==> src/rtl/serial_add_ctrl.sv <==
// Bit-serial adder controller: one full_adder is reused over WIDTH clocks
// to form {cout, sum} = op_a + op_b + cin, least significant bit first.

module full_adder (
    input  logic a,
    input  logic b,
    input  logic cin,
    output logic s,
    output logic cout
);
    // Single-bit sum and carry
    always_comb begin
        s    = a ^ b ^ cin;
        cout = (a & b) | (cin & (a ^ b));
    end
endmodule

module serial_add_ctrl #(
    parameter int WIDTH = 8,
    parameter int CNT_W = 5
) (
    input  logic             clk,
    input  logic             rst_n,
    input  logic             start,
    input  logic [WIDTH-1:0] op_a,
    input  logic [WIDTH-1:0] op_b,
    input  logic             cin,
    output logic             busy,
    output logic             done,
    output logic [WIDTH-1:0] sum,
    output logic             cout
);
    typedef enum logic [1:0] {
        IDLE = 2'd0,
        RUN  = 2'd1,
        DONE = 2'd2
    } state_t;

    localparam logic [CNT_W-1:0] LAST = CNT_W'(WIDTH - 1);

    state_t           state;
    logic [WIDTH-1:0] sh_a;
    logic [WIDTH-1:0] sh_b;
    logic [WIDTH-1:0] sh_s;
    logic             carry;
    logic [CNT_W-1:0] cnt;
    logic             fa_s;
    logic             fa_cout;
    logic [WIDTH:0]   s_cat;
    logic [WIDTH-1:0] sh_s_nxt;

    full_adder fa (
        .a    (sh_a[0]),
        .b    (sh_b[0]),
        .cin  (carry),
        .s    (fa_s),
        .cout (fa_cout)
    );

    // Next result shift value; concatenating before slicing keeps WIDTH=1 legal
    always_comb begin
        s_cat    = {fa_s, sh_s};
        sh_s_nxt = s_cat[WIDTH:1];
    end

    // Controller FSM, datapath shift registers and registered outputs
    always_ff @(posedge clk or negedge rst_n) begin
        if (!rst_n) begin
            state <= IDLE;
            sh_a  <= '0;
            sh_b  <= '0;
            sh_s  <= '0;
            carry <= 1'b0;
            cnt   <= '0;
            busy  <= 1'b0;
            done  <= 1'b0;
            sum   <= '0;
            cout  <= 1'b0;
        end else begin
            case (state)
                IDLE: begin
                    if (start) begin
                        sh_a  <= op_a;
                        sh_b  <= op_b;
                        carry <= cin;
                        cnt   <= '0;
                        busy  <= 1'b1;
                        state <= RUN;
                    end
                end
                RUN: begin
                    sh_a  <= sh_a >> 1;
                    sh_b  <= sh_b >> 1;
                    sh_s  <= sh_s_nxt;
                    carry <= fa_cout;
                    cnt   <= cnt + CNT_W'(1);
                    if (cnt == LAST) begin
                        sum   <= sh_s_nxt;
                        cout  <= fa_cout;
                        done  <= 1'b1;
                        state <= DONE;
                    end
                end
                DONE: begin
                    done  <= 1'b0;
                    busy  <= 1'b0;
                    state <= IDLE;
                end
                default: begin
                    done  <= 1'b0;
                    busy  <= 1'b0;
                    state <= IDLE;
                end
            endcase
        end
    end
endmodule
==> config.mk <==
export PLATFORM = sky130hd
export DESIGN_NAME = serial_add_ctrl
export DESIGN_NICKNAME = d
export VERILOG_FILES = /design/src/rtl/serial_add_ctrl.sv
export SDC_FILE = /design/constraint.sdc
export NUM_CORES = 1
export LEC_CHECK = 0
export CAP_MARGIN = 25
export CORE_ASPECT_RATIO = 0.75
export CORE_MARGIN = 5
export CORE_UTILIZATION = 52
export CTS_CLUSTER_DIAMETER = 150
export DETAILED_ROUTE_END_ITERATION = 8
export GPL_TIMING_DRIVEN = 0
export PLACE_DENSITY_LB_ADDON = 0.2
export SLEW_MARGIN = 25
export SYNTH_ARGS = -nofsm -noshare
export SYNTH_HDL_FRONTEND = slang
export SYNTH_SLANG_ARGS = --single-unit
==> constraint.sdc <==
create_clock -name clk -period 1.7 [get_ports clk]
set_input_delay 0.34 -clock clk [delete_from_list [all_inputs] [get_ports clk]]
set_output_delay 0.34 -clock clk [all_outputs]
set_load 0.1 [all_outputs]
==> results of run 1 <==
-- sequential cells by signal, indices dropped and copies added (netlist names) --
register	cells
sh_a	8
sh_b	8
sum	8
sh_s	7
cnt	5
state	2
busy	1
carry	1
cout	1
done	1
-- path summary, 6_finish.rpt --
check | startpoint | to | slack, ns | depth (start not counted)
setup / recovery | state[0] | cout | 0.11 | 5
hold / removal | rst_n | sum[4] | 0.01 | 1
setup reg to reg | state[0] | cout | 0.11 | 5
hold reg to reg | sh_b[1] | sh_b[1] | 0.49 | 2
max in group asynchronous | rst_n | sh_b[3] | 1.21 | 2
min in group clk | sh_b[1] | sh_b[1] | 0.49 | 2
-- logic make-up (layout without fill, tap and decap cells) --
family	Yosys count	after routing	synth area share
AOI/OAI and AO/OA	57	57	0.176
adders and majority gates	2	2	0.0170
buffers and inverters	14	52	0.0352
DFF	42	42	0.548
muxes	12	12	0.0849
and+or+nand+nor	51	51	0.138
-- power by group --
part / switching, mW / internal (mW) / total [mW]
logic: 1.44 / 0.729 / 2.17
clock network: 0.339 / 0.327 / 0.665
registers: 0.313 / 1.40 / 1.71
total: 2.09 / 2.46 / 4.54
-- worst reg2reg max path: stages (launching register included) --
cell     delay (ns)
dfrtp_1        0.48
nor2b_1        0.16
buf_4          0.23
nand4_4        0.13
buf_6          0.18
mux2_4         0.31
-- final cells by class --
type,count,area (um^2)
plain buffers,10,55.1
multi-input cells,122,798
repair buffers,31,339
inverters,3,11.3
well taps,52,65.1
fillers,292,1200
flip-flops and latches,42,1050
clock inverters,2,12.5
clock buffers,6,82.6
-- per-layer routing --
| metal | vias up | track usage |
|---|---|---|
| met3 | 2 | 0.0418 |
| li1 | 696 | - |
| met1 | 706 | 0.264 |
| met4 | 0 | 0.0443 |
| met5 | - | 0 |
| met2 | 34 | 0.264 |
-- Yosys cell counts (3+ instances only) --
| library cell | n |
|---|---|
| buf_2 | 3 |
| clkbuf_1 | 6 |
| nand2_1 | 26 |
| mux2_4 | 8 |
| o21ai_0 | 20 |
| inv_1 | 3 |
| dfrtp_1 | 42 |
| a22oi_1 | 15 |
| nor2b_1 | 17 |
| a21oi_1 | 15 |
-- timing repair --
item / 4_1_cts / 5_1_grt
endpoints found under the setup margin: 14 / 3
pin swaps: 0 / 0
resized for setup: 34 / 3
==> results.md, run 1 <==
- Outcome: completed
- Cell count after synthesis: 178
- Vias: 1438
- Final hold violation count: 0
- Synthesis Warnings: 0
- Diode count: 0
- Least-Margin Pin Slew: 0.557 ns
- Worst Setup Slack, final: 0.112 ns
- Die span in y: 62.6 um
- Crit start category: register
- Top cell type's share of synthesized area: 0.548
- Total power: 4.54 mW
- Clk root buf: clkbuf_8
- DP HPWL: 2920 um
- CTS Buf Count: 5
- Total wire length: 4040 um
- Area grow syn2layout: 26.0%
- Top_reg_cell synth: dfrtp_1
- RSZ-0062 raised after global routing: false
- Final Non-Filler Cells: 268
- Layout Nets: 237
- GPL Wtd Cong: 0.754
- Max Clock Freq: 0.630 GHz
- Hold WS: 0.0124 ns
- Initial antenna violation count: 0
- M1 WL: 1920 um
- Cell Pwr Density: 1880 nW/um^2
- Tcrit/Tclk final: 0.934
- Die Footprint: 5010 um^2
- CTS clk-pin slew, worst paths: 0.08 ns
- # port buffers: 30
- Die W: 80.1 um
- Final setup viols: 0
- Cts hold-fix bufs: 0
- DR pass1 iterations: 4
- First-pass GRT wire length: 7040 um
- Yosys reg bits: 42
- Synth Area per Inst: 10.8 um^2
- CP max stage delay: 0.48 ns
- CP Buf/Inv Count: 2
- Gr ovfl total: 0
- Synth async-reset ratio: 1.00
- Core area: 3610 um^2
- Minimum clock period: 1.59 ns
- Row cnt: 19
- Critical path cell sequence: nor2b_1 -> buf_4 -> nand4_4 -> buf_6 -> mux2_4
- Sum Neg Setup Slack: 0 ns
- CP Data Arrival Time: 1.77 ns
- Crit Path Max Fanout: 15
- Placement-stage cell area: 2300 um^2
- Post-synth EDFFs: 0
- Cells after DPL: 261
- Net count after synthesis: 200
- Routed Antenna Nets: 0
- Leak: 1.12 nW
- Met3 wire len: 219 um
- I/O pins: 31
- Relative slew slack: 0.630
- Clk buf depth: 2
- Initial drt markers: 79
- Worst hold path type: input port to asynchronous set/reset pin
- Largest net degree at the start of global routing: 23
- Total GRT Usage: 0.179
- Metal2 WL: 1890 um
- Synthesized area: 1920 um^2
- Max layer used: met4
- Post-layout util: 0.668
- Vias in the first global route: 1434
- Clk Latency, worst-skew pair: 0.29 ns
- Most common cell after layout, fill and taps aside: dfrtp_1
- Commonest non-fill, non-tap cells in the layout: dfrtp_1 (42), nand2_1 (26), o21ai_0 (20)
- Starting density of the core: 0.530
- Kind of critical path: register to register
- Crit end category: register
- Ratio of cells with drive above 1 in the final layout: 0.185
- CTS H-tree depth: 2
- Clock sinks: 42
- Setup WS pre-CTS: -0.355 ns
- DRC viols: 0
- Largest cells by area after synthesis: dfrtp_1 (55%), mux2_4 (6.3%), a22oi_1 (5.9%), nor2b_1 (5.5%), o21ai_0 (5.2%)
- Worst vdd ir: 0.000912 V
- Distinct cell type count after synthesis: 26
- Vias per cell: 5.37
- Number of max-cap violations: 0
- Critical path required time: 1.88 ns
- Clock skew: 0.00898 ns
- Fin. max-slew vios: 0
- Area leader, netlist: dfrtp_1
- Post-CTS Setup Bufs: 0
- Slowest CP cell: dfrtp_1
- Design area: 2410 um^2
- Register area share after synthesis: 0.548
- TritonCTS clock tree: yes
- Critical path's top delay family: flip-flops
- WL per Instance: 15.1 um
No activity file was read; power rests on OpenSTA's default activity.
==> run 2, diff against run 1 <==
--- a/config.mk
+++ b/config.mk
@@ -13,6 +13,7 @@
 export DETAILED_ROUTE_END_ITERATION = 8
 export GPL_TIMING_DRIVEN = 0
 export PLACE_DENSITY_LB_ADDON = 0.2
+export REMOVE_ABC_BUFFERS = 1
 export SLEW_MARGIN = 25
 export SYNTH_ARGS = -nofsm -noshare
 export SYNTH_HDL_FRONTEND = slang
==> run 2 against run 1 <==
Net effect:
- global-route usage fell by 0.52 points
- sequential power rose by 2%
- worst setup slack got worse by 0.028 ns
- critical path depth did not move
- critical endpoint is now sum[3]
- cell count fell by 1.5%
- clock-buffer cell count rose by 1
- first-iteration DRC count fell by 13%
- clock skew fell by 0.0056 ns
- via count fell by 1.5%
- sequential share of layout area rose by 0.063 points
- utilization rose by 0.38 points
- final area rose by 0.57%
==> results.md, run 2 (synthesis gave the netlist of run 1 again) <==
- Outcome: completed (unchanged)
- Total power: 4.58 mW (was 4.54 mW)
- DR pass1 iterations: 4 (unchanged)
- Vias: 1416 (was 1438)
- Minimum clock period: 1.62 ns (was 1.59 ns)
- I/O pins: 31 (unchanged)
- Final setup viols: 0 (unchanged)
- Sum Neg Setup Slack: 0 ns (unchanged)
- DRC viols: 0 (unchanged)
- Reg-to-reg critical path startpoint: state[1] (was state[0])
- DP HPWL: 2560 um (was 2920 um)
- R2r setup slk: 0.08 ns (was 0.11 ns)
- Worst hold path type: input port to asynchronous set/reset pin (unchanged)
- Area grow syn2layout: 26.7% (was 26.0%)
- Most common cell after layout, fill and taps aside: dfrtp_1 (unchanged)
- Routed Antenna Nets: 0 (unchanged)
- Layout Nets: 233 (was 237)
- Critical path's top delay family: flip-flops (unchanged)
- Clk root buf: clkbuf_8 (unchanged)
- Core area: 3610 um^2 (unchanged)
- Final hold violation count: 0 (unchanged)
- Vias in the first global route: 1455 (was 1434)
- Row cnt: 19 (unchanged)
- Die Footprint: 5010 um^2 (unchanged)
- Clock skew: 0.00338 ns (was 0.00898 ns)
- Die span in y: 62.6 um (unchanged)
- Number of fill cells: 267 (was 292)
- CP Data Arrival Time: 1.80 ns (was 1.77 ns)
- Clk buf depth: 2 (unchanged)
- Least-Margin Pin Slew: 0.659 ns (was 0.557 ns)
- FF-to-FF End: sum[3] (was cout)
- TritonCTS clock tree: yes (unchanged)
- Kind of critical path: register to register (unchanged)
- Slowest CP cell: dfrtp_4 (was dfrtp_1)
- Cell Pwr Density: 1890 nW/um^2 (was 1880 nW/um^2)
- CTS clk-pin slew, worst paths: 0.08 ns (about the same)
- Vias per cell: 5.36 (was 5.37)
- Number of max-cap violations: 0 (unchanged)
- Diode count: 0 (unchanged)
- Worst vdd ir: 0.00117 V (was 0.000912 V)
- CP Buf/Inv Count: 2 (unchanged)
- Clock sinks: 42 (unchanged)
- Relative slew slack: 0.561 (was 0.630)
- Clk Latency, worst-skew pair: 0.30 ns (was 0.29 ns)
- Fin. max-slew vios: 0 (unchanged)
- Tcrit/Tclk final: 0.951 (was 0.934)
- Starting density of the core: 0.530 (unchanged)
- CTS H-tree depth: 2 (unchanged)
- RSZ-0062 raised after global routing: false (unchanged)
- Cells after DPL: 251 (was 261)
- Crit start category: register (unchanged)
- Final Non-Filler Cells: 264 (was 268)
- Crit end category: register (unchanged)
- First-pass GRT wire length: 6760 um (was 7040 um)
- Total GRT Usage: 0.173 (was 0.179)
- Ratio of cells with drive above 1 in the final layout: 0.193 (was 0.185)
- Initial antenna violation count: 0 (unchanged)
- GPL Wtd Cong: 0.727 (was 0.754)
- R2R cell count: 5 (unchanged)
- CP max stage delay: 0.57 ns (was 0.48 ns)
- # port buffers: 30 (unchanged)
- Crit Path Max Fanout: 14 (was 15)
- Total wire length: 4000 um (was 4040 um)
- Die W: 80.1 um (unchanged)
- CTS Buf Count: 5 (unchanged)
- WL per Instance: 15.2 um (was 15.1 um)
- Critical path cell sequence: nor2b_4 -> buf_8 -> nand4_4 -> buf_12 -> mux2_4 (was nor2b_1 -> buf_4 -> nand4_4 -> buf_6 -> mux2_4)
- Initial drt markers: 69 (was 79)
- Critical path required time: 1.88 ns (about the same)
- Max Clock Freq: 0.619 GHz (was 0.630 GHz)
- Commonest non-fill, non-tap cells in the layout: dfrtp_1 (40), nand2_1 (26), o21ai_0 (20) (was dfrtp_1 (42), nand2_1 (26), o21ai_0 (20))
- Biggest regs: sh_a x8, sh_b x8, sum x8 (unchanged)
- FF+latch area: 1060 um^2 (was 1050 um^2)
- Post-layout util: 0.672 (was 0.668)
- Largest net degree at the start of global routing: 33 (was 23)
- Gr ovfl total: 0 (unchanged)
- Area of the multi-input gates: 807 um^2 (was 798 um^2)
- Leak: 1.11 nW (was 1.12 nW)
run 2: cell types whose count changed in the layout (fill, tap and decap cells not counted), moves of 2 or more:
cell | previous run | this run
buf_12 | 0 | 2
clkbuf_1 | 3 | 1
buf_2 | 4 | 1
dfrtp_1 | 42 | 40
buf_4 | 1 | 3
clkbuf_2 | 2 | 0
dfrtp_4 | 0 | 2
run 2: per-stage QoR:
step                      hold WS [ns]  instance area [um^2]  worst slack (ns)
after global routing             0.469                  2430            0.0448
final                            0.449                  2430            0.0840
after detailed placement         0.224                  2260            -0.642
after CTS                        0.451                  2420            0.0559
after global placement           0.456                  2230             -1.55
after floorplan                 0.0444                  1860            -0.767
run 2: what timing repair did:
action | in CTS | in global routing
hold buffers | 1 | 0
setup endpoints to repair | 42 | 20
hold endpoints to repair | 10 | 0
pin swaps | 0 | 0
gates resized for setup | 39 | 1
setup buffers | 3 | 1
run 2: worst register-to-register path, cell delays in order (launching register included):
cell and delay [ns]:
dfrtp_4 0.57, nor2b_4 0.16, buf_8 0.17, nand4_4 0.12, buf_12 0.18, mux2_4 0.30
run 2: metal layers:
metal / up-vias / global-route usage / share of wire
li1: 683 / - / -
met5: - / 0 / 0
met2: 43 / 0.262 / 0.46
met1: 678 / 0.226 / 0.45
met3: 12 / 0.0447 / 0.056
met4: 0 / 0.0949 / 0.031
run 2: cell type report:
type	instances	share of cell area
Multi-Input combinational cell	122	0.332
Tap cell	52	0.0268
Timing Repair Buffer	37	0.163
Clock buffer	7	0.0355
Sequential cell	42	0.436
Inverter	3	0.00464
Clock inverter	1	0.00206
run 2: how the worst max path moves through the flow:
stage               slack (ns)     start  endpoint  cells past startpoint
finish                    0.08  state[1]    sum[3]                      5
global route              0.04  state[1]    sum[7]                      5
CTS                       0.06     start   sh_a[1]                      4
detailed placement       -0.64  state[0]    sum[0]                      4
global placement         -1.55  state[0]    sum[0]                      3
floorplan                -0.77  state[0]      cout                      3
run 2: power breakdown:
part | switching, mW | internal (mW)
combinational | 1.40 | 0.768
sequential | 0.338 | 1.41
clock | 0.332 | 0.327
